## src/rtl/mar_burst_if.sv

```systemverilog
// Bus-side and RAM-side signals of the burst-capable memory address register.
// The slave modport is the register itself; the master modport is the controller/RAM side.
interface mar_burst_if #(
  parameter int ADDR_W = 4,
  parameter int BUS_W  = 8,
  parameter int LEN_W  = 4
);
  logic              lm;
  logic              inc;
  logic [BUS_W-1:0]  bus;
  logic              burst_start;
  logic [LEN_W-1:0]  burst_len;
  logic              mem_ready;
  logic [ADDR_W-1:0] out_mar;
  logic              mem_valid;
  logic              busy;
  logic              done;

  modport slave (
    input  lm, inc, bus, burst_start, burst_len, mem_ready,
    output out_mar, mem_valid, busy, done
  );

  modport master (
    output lm, inc, bus, burst_start, burst_len, mem_ready,
    input  out_mar, mem_valid, busy, done
  );
endinterface

```

## src/rtl/mar_burst.sv

```systemverilog
// Memory address register with bus load, single-step increment and a
// valid/ready burst walker that presents consecutive addresses to the RAM.
module mar_burst #(
  parameter int ADDR_W = 4,
  parameter int BUS_W  = 8,
  parameter int LEN_W  = 4
) (
  input  logic         clk,
  input  logic         rst_n,
  mar_burst_if.slave   bif
);

  typedef enum logic {IDLE, BURST} state_t;

  state_t            r_state;
  state_t            w_stateNext;
  logic [ADDR_W-1:0] r_addr;
  logic [ADDR_W-1:0] w_addrNext;
  logic [LEN_W-1:0]  r_count;
  logic [LEN_W-1:0]  w_countNext;
  logic              r_done;
  logic              w_doneNext;
  logic [ADDR_W-1:0] w_loadVal;

  // A narrow bus is zero-extended, a wide one truncated to the address width.
  generate
    if (BUS_W >= ADDR_W) begin : g_truncate
      assign w_loadVal = bif.bus[ADDR_W-1:0];
    end else begin : g_extend
      assign w_loadVal = {{(ADDR_W-BUS_W){1'b0}}, bif.bus};
    end
  endgenerate

  always_ff @(posedge clk) begin
    if (!rst_n) begin
      r_state <= IDLE;
      r_addr  <= '0;
      r_count <= '0;
      r_done  <= 1'b0;
    end else begin
      r_state <= w_stateNext;
      r_addr  <= w_addrNext;
      r_count <= w_countNext;
      r_done  <= w_doneNext;
    end
  end

  always_comb begin
    w_stateNext = r_state;
    w_addrNext  = r_addr;
    w_countNext = r_count;
    w_doneNext  = 1'b0;
    case (r_state)
      IDLE: begin
        if (bif.lm) begin
          w_addrNext = w_loadVal;
        end else if (bif.burst_start) begin
          if (bif.burst_len != '0) begin
            w_countNext = bif.burst_len;
            w_stateNext = BURST;
          end else begin
            w_doneNext = 1'b1;
          end
        end else if (bif.inc) begin
          w_addrNext = r_addr + 1'b1;
        end
      end
      BURST: begin
        // A load aborts the burst and wins over a handshake in the same cycle.
        if (bif.lm) begin
          w_addrNext  = w_loadVal;
          w_countNext = '0;
          w_stateNext = IDLE;
        end else if (bif.mem_ready) begin
          w_addrNext = r_addr + 1'b1;
          if (r_count == LEN_W'(1)) begin
            w_countNext = '0;
            w_stateNext = IDLE;
            w_doneNext  = 1'b1;
          end else begin
            w_countNext = r_count - 1'b1;
          end
        end
      end
      default: begin
        w_stateNext = IDLE;
      end
    endcase
  end

  assign bif.out_mar   = r_addr;
  assign bif.busy      = (r_state == BURST);
  assign bif.mem_valid = (r_state == BURST);
  assign bif.done      = r_done;

endmodule

```

## src/flat_wrapper.sv

```systemverilog
// flat-port wrapper written by rule: the top's interface ports become plain ports
module mar_burst_flat 
#(
  parameter int ADDR_W = 4,
  parameter int BUS_W  = 8,
  parameter int LEN_W  = 4
)
  (clk, rst_n, bif_lm, bif_inc, bif_bus, bif_burst_start, bif_burst_len, bif_mem_ready, bif_out_mar, bif_mem_valid, bif_busy, bif_done);
  mar_burst_if #(.ADDR_W(ADDR_W), .BUS_W(BUS_W), .LEN_W(LEN_W)) bif_i ();
  input  logic clk;
  input  logic rst_n;
  input wire logic [$bits(bif_i.lm)-1:0] bif_lm;
  input wire logic [$bits(bif_i.inc)-1:0] bif_inc;
  input wire logic [$bits(bif_i.bus)-1:0] bif_bus;
  input wire logic [$bits(bif_i.burst_start)-1:0] bif_burst_start;
  input wire logic [$bits(bif_i.burst_len)-1:0] bif_burst_len;
  input wire logic [$bits(bif_i.mem_ready)-1:0] bif_mem_ready;
  output wire logic [$bits(bif_i.out_mar)-1:0] bif_out_mar;
  output wire logic [$bits(bif_i.mem_valid)-1:0] bif_mem_valid;
  output wire logic [$bits(bif_i.busy)-1:0] bif_busy;
  output wire logic [$bits(bif_i.done)-1:0] bif_done;
  assign bif_i.lm = bif_lm;
  assign bif_i.inc = bif_inc;
  assign bif_i.bus = bif_bus;
  assign bif_i.burst_start = bif_burst_start;
  assign bif_i.burst_len = bif_burst_len;
  assign bif_i.mem_ready = bif_mem_ready;
  assign bif_out_mar = bif_i.out_mar;
  assign bif_mem_valid = bif_i.mem_valid;
  assign bif_busy = bif_i.busy;
  assign bif_done = bif_i.done;
  mar_burst #(.ADDR_W(ADDR_W), .BUS_W(BUS_W), .LEN_W(LEN_W)) u_core (.clk(clk), .rst_n(rst_n), .bif(bif_i));
endmodule
```

## config.mk

```make
export PLATFORM = sky130hd
export DESIGN_NAME = mar_burst_flat
export DESIGN_NICKNAME = d
export VERILOG_FILES = /design/src/rtl/mar_burst_if.sv /design/src/rtl/mar_burst.sv /design/src/flat_wrapper.sv
export SDC_FILE = /design/constraint.sdc
export NUM_CORES = 1
export LEC_CHECK = 0
export BUFFER_PORTS_ARGS = -buffer_cell sky130_fd_sc_hd__buf_2
export CORE_MARGIN = 4
export CORE_UTILIZATION = 45
export CTS_BUF_LIST = sky130_fd_sc_hd__clkbuf_16
export DETAILED_ROUTE_END_ITERATION = 10
export PLACE_DENSITY = 0.75
export SKIP_CTS_REPAIR_TIMING = 1
export SLEW_MARGIN = 5
export SYNTH_ARGS = -nofsm -noshare
export SYNTH_HDL_FRONTEND = slang
export SYNTH_SLANG_ARGS = --single-unit
```

## constraint.sdc

```tcl
create_clock -name clk -period 1.9 [get_ports clk]
set_input_delay 0.38 -clock clk [delete_from_list [all_inputs] [get_ports clk]]
set_output_delay 0.38 -clock clk [all_outputs]
set_load 0.01 [all_outputs]
```

## After elaboration in Yosys (flattened, before gate mapping)

Index checks and enable logic that the tools add are counted.
Widths: inputs -> output; s select.

| operators by class | value |
|---|---|
| reduce and logical (&&, ||, !) cells | 3 |
| bitwise gates (word level) | 1 |
| $add $sub $neg | 2 |
| eq/ne operators | 7 |
| muxes and demuxes | 27 |

Operators with widths:

| operator | number |
|---|---|
| $mux 4 | 11 |
| $pmux 4 s2 | 2 |
| $mux 1 | 12 |
| $ne 3x3->1 const B | 3 |
| $add 4x1->4 const B | 1 |
| $eq 4x1->1 const B | 1 |
| $ne 2x2->1 const B | 2 |
| $pmux 1 s2 | 2 |
| $reduce_and 4->1 | 1 |
| $reduce_bool 4->1 | 1 |
| $sub 4x1->4 const B | 1 |
| $reduce_and 3->1 | 1 |
| $ne 2x1->1 const B | 1 |
| $not 1->1 | 1 |

| word-level totals | value |
|---|---|
| input port bits | 18 |
| output and inout port bits | 7 |
| register bits after elaboration | 10 |
| logic and storage cells | 44 |

## Logic depth before layout (Yosys ltp)

Gate-level depths: netlist of the first run.

| depth | value |
|---|---|
| depth in word-level cells | 5 |
| mapped depth | 6 |
| depth with buffers taken out | 6 |

## Worst setup path after synthesis of the first run

Ideal clock, no wire load.

| timing path | value |
|---|---|
| kind | input port to flip-flop |
| start point | in bif_burst_len[2] |
| end point | reg u_core.r_count[3] |
| slack | 0.398 ns |
| stages on the path | 4 |
| arrival | 1.381 ns |
| path buffers | 0 |
| library setup time | 0.122 ns |
| required time | 1.778 ns |
| cells stage by stage | or4_4 a31o_4 o221ai_1 a21oi_1 |

| between the ends | value |
|---|---|
| word-level cells in the longest chain between the ends | 3 |

Ends and longest elaborated chain:

| item | line | text |
|---|---|---|
| from (decl) | flat_wrapper.sv:16 | `input wire logic [$bits(bif_i.burst_len)-1:0] bif_burst_len;` |
| $reduce_bool 4->1 | mar_burst.sv:58 | `if (bif.burst_len != '0) begin` |
| $ne 2x1->1 (no source line) | n/a |  |
| $reduce_and 4->1 (no source line) | n/a |  |
| to (signal assigned) | mar_burst.sv:43 | `r_count <= w_countNext;` |
| to (decl) | mar_burst.sv:19 | `logic [LEN_W-1:0] r_count;` |

Every way passes these cells.
A chain may end at the register's enable or synchronous reset.

## Worst setup path after layout of the first run

| timing path | value |
|---|---|
| start point | reg u_core.r_state, in the netlist u_core.bif.busy |
| end point | reg u_core.r_addr[3], in the netlist u_core.bif.out_mar[3] |

| between the ends | value |
|---|---|
| word-level cells in the longest chain between the ends | 3 |
| elaborated cells between the ends (all ways) | 6 |
| classes of those cells | eq/ne (3); mux (1); bitwise (1); reduce/logical (1) |

Ends and longest elaborated chain:

| item | line | text |
|---|---|---|
| from (decl) | mar_burst.sv:15 | `state_t r_state;` |
| from (signal assigned) | mar_burst.sv:41 | `r_state <= w_stateNext;` |
| $not 1->1 | mar_burst.sv:53 | `case (r_state)` |
| $ne 3x3->1 (no source line) | n/a |  |
| $reduce_and 3->1 (no source line) | n/a |  |
| to (signal assigned) | mar_burst.sv:42 | `r_addr <= w_addrNext;` |
| to (decl) | mar_burst.sv:17 | `logic [ADDR_W-1:0] r_addr;` |

Parallel ways exist; a longest one is shown, timed or not.

==> metrics.log, run 1 <==
INFO  metric run_status = complete, no violations
INFO  metric synth_edf_count = 0
INFO  metric antenna_cells_inserted = 0
INFO  metric total_via_count_in_the_routed_design = 600
INFO  metric synthToLayoutAreaGrowth = 29.2%
INFO  metric series_of_cell_instances_along_the_critical_path = nor3b_1 > nor2_1 > o21a_1 > o311a_1
INFO  metric number_of_max_slew_violations_in_the_final_report = 0
INFO  metric grt_start_max_net_pins = 10
INFO  metric regArea = between 200 and 250 µm²
INFO  metric grt_pass1_wl = between 2 and 2.5 mm
INFO  metric synth.avg_cell_area = 8.64 µm²
INFO  metric reg2reg_to = u_core.bif.out_mar[3]
INFO  metric syn_nets = 93
INFO  metric initial_core_util = 0.478
INFO  metric synthDistinctLibCells = 33
INFO  metric port_buffers = 20
INFO  metric worst_path_fanout_max = 7
INFO  metric hold_start = bif_bus[2]
INFO  metric clock-root-buffer = clkbuf_16
INFO  metric synthMostInstantiatedCell = dfxtp_1
INFO  metric timing.clock.skew = between 0.0005 and 0.0006 ns
INFO  metric min_period_over_period = 0.807
INFO  metric whs_path_depth = 3
INFO  metric path_class = flip-flop to flip-flop
INFO  metric grt_util_all_layers = 0.154
INFO  metric clkSinkCount = 10
INFO  metric crit_path_arrival_time = ~1.7 ns
INFO  metric cts_tree = yes
INFO  metric std_cell_rows = 13
INFO  metric die_x = ~45 µm
INFO  metric r2r_setup_slack = 0.37 ns
INFO  metric report.final.setup_viol = 0
INFO  metric synth.top_cells.by_area = dfxtp_1, ha_1, o221ai_1
INFO  metric nNetsFinal = between 100 and 150
INFO  metric drt_pass1_iterations = 4
INFO  metric dieArea = 2040 µm²
INFO  metric tritoncts.num_buffers = 3
INFO  metric clock.fmax = between 0.6 and 0.7 GHz
INFO  metric timing.slew.headroom = 0.732
INFO  metric ctsLongestPathBuffers = 2
INFO  metric grt_antenna_before_repair = 0
INFO  metric yosys_register_bits = 10
INFO  metric route.antenna.remaining_nets = 0
INFO  metric grt-ovfl-total = 0
INFO  metric cts.clk_slew.worst_paths = 0.04 ns
INFO  metric slowest_library_cell_on_the_worst_path = nor3b_1
INFO  metric yosysWarnings = 0
INFO  metric placement.setup.worst_slack = ~0.23 ns
INFO  metric viasPerCell = about 5.6
INFO  metric detailedRoute.firstIterationViolations = 12
INFO  metric power_density_of_the_placed_cells = around 900 nW/µm²
INFO  metric layout_min_cycle_time = 1.53 ns
INFO  metric critPathCaptureType = flip-flop
INFO  metric cp.required = 2.02 ns
INFO  metric setup_total_negative_slack = 0 ns
INFO  metric critical_path.endpoint = u_core.bif.out_mar[3]
INFO  metric reg2reg_depth = 4
INFO  metric power.leakage = around 0.00039 µW
INFO  metric crit_path_start_kind = flip-flop
INFO  metric critPathBufInv = 0
INFO  metric worstReg2RegStart = u_core.bif.busy
INFO  metric detailedPlacementHpwl = just under 1 mm
INFO  metric route.final.wire_length = 1.29 mm
INFO  metric rsz0062_at_grt = no
INFO  metric crit_start = u_core.bif.busy
INFO  metric synth_common_cells = dfxtp_1, a21oi_1, inv_1, nor2_1, o21ai_0
INFO  metric share_of_layout_cells_above_drive_strength_1 = 0.283
INFO  metric routedWlPerCell = roughly 12 µm
INFO  metric clock_insertion_delay_worst_skew = 0.23 ns
INFO  metric syn-instance-count = between 70 and 80
INFO  metric cp_num_cells = 4
INFO  metric worst_hold_path_type = input port to flip-flop
INFO  metric htree_num_levels = 1
INFO  metric hold_viol_final = 0
INFO  metric max_cap_viol_count = 0
INFO  metric ffs_w_async_s_r_synth = 0
INFO  metric combined_area_of_all_synthesized_cells = around 620 µm²
INFO  metric n_fill_cell = 112
INFO  metric post-route-worst-setup-slack = 0.366 ns
INFO  metric crit_path_max_incr_delay = approximately 0.4 ns
INFO  metric peakVddDrop = between 0.6 and 0.7 mV
INFO  metric synth_area_leader_cell = dfxtp_1
INFO  metric synth_top_area_frac = 0.322
INFO  metric detail_route.drc_violations = 0
INFO  metric synth-main-ff-cell = dfxtp_1
INFO  metric gp_congestion = 0.756
INFO  metric pin_count = 25
INFO  metric grt_pass1_vias = ~540
INFO  metric critical-path-top-delay-family = simple AND/OR/NAND/NOR gates
INFO  metric placeableCoreArea = roughly 1300 µm²
INFO  metric floorplan.die.height = 45.2 µm
INFO  metric multiInputGateArea = ~380 µm²
INFO  metric tightestPinTransition = roughly 0.4 ns
INFO  metric yosysSeqAreaShare = 0.322
## worst min-delay path by stage
stage / slack (ns) / endpoint
finish: 0.43 / u_core.bif.out_mar[2]
global route: 0.46 / u_core.bif.out_mar[2]
CTS: 0.44 / u_core.bif.out_mar[2]
detailed placement: 0.52 / u_core.r_count[1]
global placement: 0.52 / u_core.r_count[1]
floorplan: 0.49 / u_core.r_count[1]
## sequential cells by signal, indices dropped and copies added (netlist names)
register            count
u_core.bif.out_mar      4
u_core.r_count          4
u_core.bif.busy         1
u_core.bif.done         1
## metal layers
layer	global-route usage	vias to the layer above	share of wire
met5	0	-	0
met4	0.105	0	0.028
met3	0.0478	5	0.068
met2	0.257	17	0.47
met1	0.165	272	0.44
li1	-	306	-
## final cells by class
| cell class | instances | area share |
|---|---|---|
| clock buffers | 3 | 0.0935 |
| inverters | 5 | 0.0234 |
| multi-input cells | 53 | 0.477 |
| flip-flops and latches | 10 | 0.249 |
| well taps | 15 | 0.0234 |
| repair buffers | 21 | 0.134 |
## worst reg2reg max path: cells and delay by family (launching register included)
family | cells | cell delay (ns)
flops | 1 | 0.35
simple gates | 2 | 0.55
compound gates | 2 | 0.52
## layout by cell type, fill, tap and decap left out, drive strengths merged, types with 3 or more instances in the layout
cell type / instances
dfxtp: 10
ha: 3
o221ai: 3
a21oi: 5
buf: 21
o21ai: 4
nor2b: 3
nor2: 4
clkbuf: 3
inv: 5
## metrics by stage
stage	util	total power, µW	cell area [µm²]	hold WS, ns	std cells
2_1_floorplan	-	325	622	0.494	72
4_1_cts	0.617	733	803	0.438	107
6_report	0.617	723	803	0.433	107
5_1_grt	0.617	761	803	0.461	107
3_3_place_gp	0.560	359	728	0.519	104
3_5_place_dp	0.560	361	728	0.524	104
## kinds of logic after synthesis
family                   after synthesis  share of synthesized area
XOR/XNOR                               1                     0.0141
flip-flops                            10                      0.322
multiplexers                           2                     0.0322
AO/OA/AOI/OAI                         24                      0.286
adder cells (fa/ha/maj)                3                     0.0604
buffers and inverters                  9                     0.0624
AND/OR/NAND/NOR                       23                      0.223
## where the power goes
group	internal, µW	leakage [µW]	switching (µW)
clock network	272	0.0000370	91.6
logic	59.0	0.000267	57.0
registers	227	0.0000826	16.1
Note: power is estimated with default switching activity, not from simulation.
==> run 2: changes to the inputs <==
- CORE_UTILIZATION: 45 -> 41
- PLACE_DENSITY: 0.75 -> 0.72
- clock period: 1.9 -> 1.3 ns (I/O delays scaled with it)
==> run 2 against run 1 <==
Net effect:
- die area up 8.0%
- register-to-register slack worse by 0.32 ns
- cell count up 6.5%
- critical endpoint is now u_core.r_count[1]
- largest cell class unchanged
- largest power group unchanged
==> metrics.log, run 2 (same netlist as run 1, synthesis figures left out) <==
INFO  metric run_status = complete, no violations
INFO  metric min_period_over_period = 0.969
INFO  metric placeableCoreArea = about 1400 µm²
INFO  metric clock.fmax = a little under 0.8 GHz
INFO  metric tightestPinTransition = 0.259 ns
INFO  metric port_buffers = 20
INFO  metric std_cell_rows = 13
INFO  metric routedWlPerCell = 14.4 µm
INFO  metric grt-ovfl-total = 0
INFO  metric hold_viol_final = 0
INFO  metric critical-path-top-delay-family = simple AND/OR/NAND/NOR gates
INFO  metric place_inst = approximately 110
INFO  metric clock_insertion_delay_worst_skew = ~0.23 ns
INFO  metric crit_path_max_incr_delay = approximately 0.54 ns
INFO  metric slowest_library_cell_on_the_worst_path = or4_4
INFO  metric nNetsFinal = between 100 and 150
INFO  metric ctsLongestPathBuffers = 2
INFO  metric min_to = u_core.bif.out_mar[1]
INFO  metric power.leakage = about 0.00043 µW
INFO  metric viasPerCell = around 5.6
INFO  metric route.antenna.remaining_nets = 0
INFO  metric critPathBufInv = 1
INFO  metric layout_min_cycle_time = between 1 and 1.5 ns
INFO  metric detailedRoute.firstIterationViolations = 11
INFO  metric pin_count = 25
INFO  metric floorplan.die.height = roughly 47 µm
INFO  metric crit_path_arrival_time = between 1 and 1.5 ns
INFO  metric grt_pass1_vias = 617
INFO  metric hold_start = bif_bus[1]
INFO  metric total_via_count_in_the_routed_design = roughly 640
INFO  metric share_of_layout_cells_above_drive_strength_1 = 0.434
INFO  metric layout.cells.most_common = buf_2
INFO  metric antenna_cells_inserted = 0
INFO  metric timing.slew.headroom = 0.825
INFO  metric grt_pass1_wl = about 2.6 mm
INFO  metric tritoncts.num_buffers = 3
INFO  metric drt_pass1_iterations = 4
INFO  metric worst_hold_path_type = input port to flip-flop
INFO  metric clkSinkCount = 10
INFO  metric reg2reg_depth = 4
INFO  metric report.final.setup_viol = 0
INFO  metric htree_num_levels = 1
INFO  metric post-route-worst-setup-slack = slightly below 0.04 ns
INFO  metric clock-root-buffer = clkbuf_16
INFO  metric initial_core_util = 0.455
INFO  metric crit_path_start_kind = input port
INFO  metric r2r_setup_slack = approximately 0.050 ns
INFO  metric synthToLayoutAreaGrowth = 43.5%
INFO  metric cp.required = roughly 1.4 ns
INFO  metric reg2reg_to = u_core.bif.out_mar[3]
INFO  metric placement.setup.worst_slack = -0.197 ns
INFO  metric cts_tree = yes
INFO  metric grt_antenna_before_repair = 0
INFO  metric cts.clk_slew.worst_paths = roughly 0.04 ns
INFO  metric path_class = input port to flip-flop
INFO  metric grt_start_max_net_pins = 10
INFO  metric timing.clock.skew = about 0.0024 ns
INFO  metric critPathCaptureType = flip-flop
INFO  metric final_cell_mix = buf_2, buf_4, dfxtp_1, inv_1, a21oi_1
INFO  metric worst_path_fanout_max = 7
INFO  metric detail_route.drc_violations = 0
INFO  metric detailedPlacementHpwl = around 1.2 mm
INFO  metric grt_util_all_layers = 0.167
INFO  metric die_x = about 47 µm
INFO  metric gp_congestion = between 0.7 and 0.8
INFO  metric worstReg2RegStart = u_core.bif.busy
INFO  metric report.power.total = approximately 1100 µW
INFO  metric whs_path_depth = 3
INFO  metric power_density_of_the_placed_cells = 1220 nW/µm²
INFO  metric number_of_max_slew_violations_in_the_final_report = 0
INFO  metric peakVddDrop = between 0.9 and 1 mV
INFO  metric dieArea = 2200 µm²
INFO  metric post_layout_nonfiller_instances = roughly 110
INFO  metric route.final.wire_length = roughly 1.6 mm
INFO  metric max_cap_viol_count = 0
INFO  metric series_of_cell_instances_along_the_critical_path = buf_2 > or4_4 > a31o_4 > o211a_1
==> run 2: cell types whose count changed in the layout (fill, tap and decap cells not counted), sizes merged <==
| cell | delta |
|---|---|
| buf | +7 |
==> run 2: final cells by class <==
type | count | area (µm²)
Clock buffer | 3 | 75.1
Fill cell | 120 | 474
Inverter | 5 | 18.8
Multi-Input combinational cell | 53 | 413
Sequential cell | 10 | 206
Tap cell | 15 | 18.8
Timing Repair Buffer | 28 | 160
==> run 2: metrics by stage <==
| step | hold slack [ns] | cell area [µm²] | TNS [ns] | utilization |
|---|---|---|---|---|
| 2_1_floorplan | 0.431 | 639 | -0.231 | - |
| 3_3_place_gp | 0.522 | 796 | -0.823 | 0.582 |
| 3_5_place_dp | 0.540 | 796 | -0.971 | 0.582 |
| 4_1_cts | 0.300 | 871 | 0 | 0.637 |
| 5_1_grt | 0.342 | 892 | -0.0155 | 0.653 |
| 6_report | 0.299 | 892 | 0 | 0.653 |
==> run 2: worst max path at each step <==
stage / from / end / slack, ns / cells past startpoint
after floorplan: bif_burst_len[2] / u_core.r_count[0] / -0.06 / 3
after global placement: bif_burst_len[2] / u_core.r_count[1] / -0.17 / 4
after detailed placement: bif_burst_len[2] / u_core.r_count[2] / -0.20 / 5
after CTS: u_core.r_count[0] / u_core.r_count[2] / 0.03 / 5
after global routing: u_core.r_count[1] / u_core.r_count[2] / -0.02 / 6
final: bif_burst_len[2] / u_core.r_count[1] / 0.04 / 4
==> run 2: worst min-delay path, delay by kind of cell <==
family,cells,cell delay (ns)
AOI/OAI and AO/OA,2,0.16
buffers and inverters,1,0.07
==> run 2: power by group <==
part / switching (µW) / internal (µW)
Clock: 128 / 397
Combinational: 98.6 / 109
Sequential: 27.1 / 332
==> run 2: layer usage <==
layer / vias up / part of all wire / global-route usage
met5: - / 0 / 0
met4: 0 / 0.015 / 0.0829
met3: 4 / 0.069 / 0.0383
met2: 21 / 0.48 / 0.295
met1: 298 / 0.43 / 0.185
li1: 319 / - / -
==> run 3: changes to the inputs <==
- PLACE_DENSITY: 0.72 -> not set
- PLACE_DENSITY_LB_ADDON: not set -> 0.15
==> run 3 against run 2 <==
Net effect:
- sequential share of layout area fell by 0.67 points
- cell count rose by 1.8%
- global-route usage fell by 1.4 points
- total power rose by 1.9%
- final area rose by 1.1%
- non-clock buffer count rose by 1
- via count rose by 0.47%
- critical path type unchanged
- critical endpoint unchanged
==> metrics.log, run 3 (same netlist as run 1, synthesis figures left out) <==
INFO  metric p_comb_frac = 0.188
INFO  metric peakVddDrop = 0.766 mV
INFO  metric report.power.total = approximately 1100 µW
INFO  metric detailedRoute.firstIterationViolations = 8
INFO  metric die_x = ~47 µm
INFO  metric tritoncts.num_buffers = 3
INFO  metric worstReg2RegStart = u_core.r_count[0]
INFO  metric antenna_cells_inserted = 0
INFO  metric routedWlPerCell = 14.1 µm
INFO  metric clkSinkCount = 10
INFO  metric total_via_count_in_the_routed_design = 645
INFO  metric clock_insertion_delay_worst_skew = around 0.23 ns
INFO  metric port_buffers = 20
INFO  metric series_of_cell_instances_along_the_critical_path = buf_2 > or4_4 > a31o_4 > o221ai_1 > o211a_1
INFO  metric final_cell_mix = buf_2, buf_4, dfxtp_1, inv_1, a21oi_1
INFO  metric initial_core_util = 0.455
INFO  metric cts.clk_slew.worst_paths = 0.04 ns
INFO  metric nNetsFinal = ~120
INFO  metric clock.fmax = between 0.7 and 0.8 GHz
INFO  metric detailedPlacementHpwl = 1.20 mm
INFO  metric ctsLongestPathBuffers = 2
INFO  metric layout_min_cycle_time = 1.26 ns
INFO  metric reg2reg_depth = 5
INFO  metric htree_num_levels = 1
INFO  metric synthToLayoutAreaGrowth = 45.1%
INFO  metric route.final.wire_length = about 1.6 mm
INFO  metric route.antenna.remaining_nets = 0
INFO  metric grt_start_max_net_pins = 10
INFO  metric grt_pass1_vias = approximately 600
INFO  metric final_core_util = 0.660
INFO  metric grt_pass1_wl = between 2 and 2.5 mm
INFO  metric worst_path_fanout_max = 7
INFO  metric placement.setup.worst_slack = -0.209 ns
INFO  metric pin_count = 25
INFO  metric layout.cells.most_common = buf_2
INFO  metric crit_path_start_kind = input port
INFO  metric timing.slew.headroom = 0.841
INFO  metric worst_hold_path_type = input port to flip-flop
INFO  metric post-route-worst-setup-slack = around 0.044 ns
INFO  metric run_status = complete, no violations
INFO  metric hold_viol_final = 0
INFO  metric cp.required = roughly 1.5 ns
INFO  metric reg2reg_to = u_core.r_count[2]
INFO  metric drt_pass1_iterations = 4
INFO  metric power_density_of_the_placed_cells = between 1000 and 1500 nW/µm²
INFO  metric tightestPinTransition = roughly 0.23 ns
INFO  metric netSwitchingFraction = 0.240
INFO  metric place_inst = 112
INFO  metric grt_antenna_before_repair = 0
INFO  metric critical_path.endpoint = u_core.r_count[1]
INFO  metric std_cell_rows = 13
INFO  metric timing.clock.skew = roughly 0.0009 ns
INFO  metric share_of_layout_cells_above_drive_strength_1 = 0.426
INFO  metric placed_cell_area = ~800 µm²
INFO  metric clock_power_share = 0.489
INFO  metric crit_path_max_incr_delay = about 0.54 ns
INFO  metric clock-root-buffer = clkbuf_16
INFO  metric cts_tree = yes
INFO  metric crit_start = bif_burst_len[2]
INFO  metric placeableCoreArea = around 1400 µm²
INFO  metric post_layout_nonfiller_instances = around 120
INFO  metric grt_util_all_layers = 0.153
INFO  metric crit_path_arrival_time = about 1.4 ns
INFO  metric grt-ovfl-total = 0
INFO  metric net_switching_power_figure = ~270 µW
INFO  metric dieArea = 2200 µm²
INFO  metric max_cap_viol_count = 0
INFO  metric r2r_setup_slack = 0.05 ns
INFO  metric critPathCaptureType = flip-flop
INFO  metric final_design_area_no_fill = between 900 and 1000 µm²
INFO  metric gp_congestion = roughly 0.80
INFO  metric detail_route.drc_violations = 0
INFO  metric number_of_max_slew_violations_in_the_final_report = 0
INFO  metric p_int = approximately 850 µW
INFO  metric min_period_over_period = 0.966
INFO  metric slowest_library_cell_on_the_worst_path = or4_4
INFO  metric rsz0062_at_grt = yes
INFO  metric power.leakage = roughly 0.00044 µW
INFO  metric report.final.setup_viol = 0
INFO  metric floorplan.die.height = ~47 µm
INFO  metric viasPerCell = 5.56
INFO  metric path_class = input port to flip-flop
INFO  metric sequentialPowerShare = 0.323
[run 3: cell count changes in the layout (fill, tap and decap cells not counted)]
cell	before	now
buf_4	8	9
clkinv_1	0	1
dfxtp_1	7	8
dfxtp_4	1	0
nor2_1	4	3
nor2_2	0	1
nor3b_2	2	1
nor3b_4	0	1
o221ai_1	1	2
o221ai_2	2	1
[run 3: routing by layer]
metal	vias to the layer above	wire length, µm	global-route usage
met5	-	0	0
met3	2	111	0.0345
met2	23	898	0.306
met4	0	10	0.0497
li1	320	-	-
met1	300	617	0.152
[run 3: how the worst min path moves through the flow]
stage | start | end | slack, ns | cells after the start
2_1_floorplan | bif_mem_ready | u_core.bif.done | 0.43 | 2
3_3_place_gp | u_core.r_count[1] | u_core.r_count[1] | 0.52 | 1
3_5_place_dp | u_core.r_count[1] | u_core.r_count[1] | 0.52 | 1
4_1_cts | bif_bus[1] | u_core.bif.out_mar[1] | 0.31 | 3
5_1_grt | bif_bus[1] | u_core.bif.out_mar[1] | 0.36 | 3
6_report | bif_bus[1] | u_core.bif.out_mar[1] | 0.30 | 3
[run 3: area by class of cell]
type,count,area (µm²)
fill,125,464
multi-input combinational,53,415
sequential,10,203
timing repair buffer,29,168
clock buffer,3,75.1
inverter,5,18.8
tap,15,18.8
clock inverter,1,3.75
[run 3: power groups by stage]
stage / combinational [µW] / sequential, µW / clock (µW)
4_1_cts: 199 / 356 / 553
5_1_grt: 232 / 361 / 569
2_1_floorplan: 119 / 361 / 0
3_3_place_gp: 189 / 359 / 0
3_5_place_dp: 197 / 361 / 0
6_report: 209 / 360 / 544
[run 3: metrics by stage]
step                       TNS, ns  hold slack (ns)
after global routing      -0.00318            0.360
after global placement      -0.910            0.516
after detailed placement    -0.958            0.521
after floorplan             -0.231            0.431
final                            0            0.300
after CTS                        0            0.313
[run 3: worst max-delay path, delay by kind of cell]
kind,cells,cell delay (ns)
and+or+nand+nor,1,0.54
AOI/OAI and AO/OA,3,0.52
buffers and inverters,1,0.11
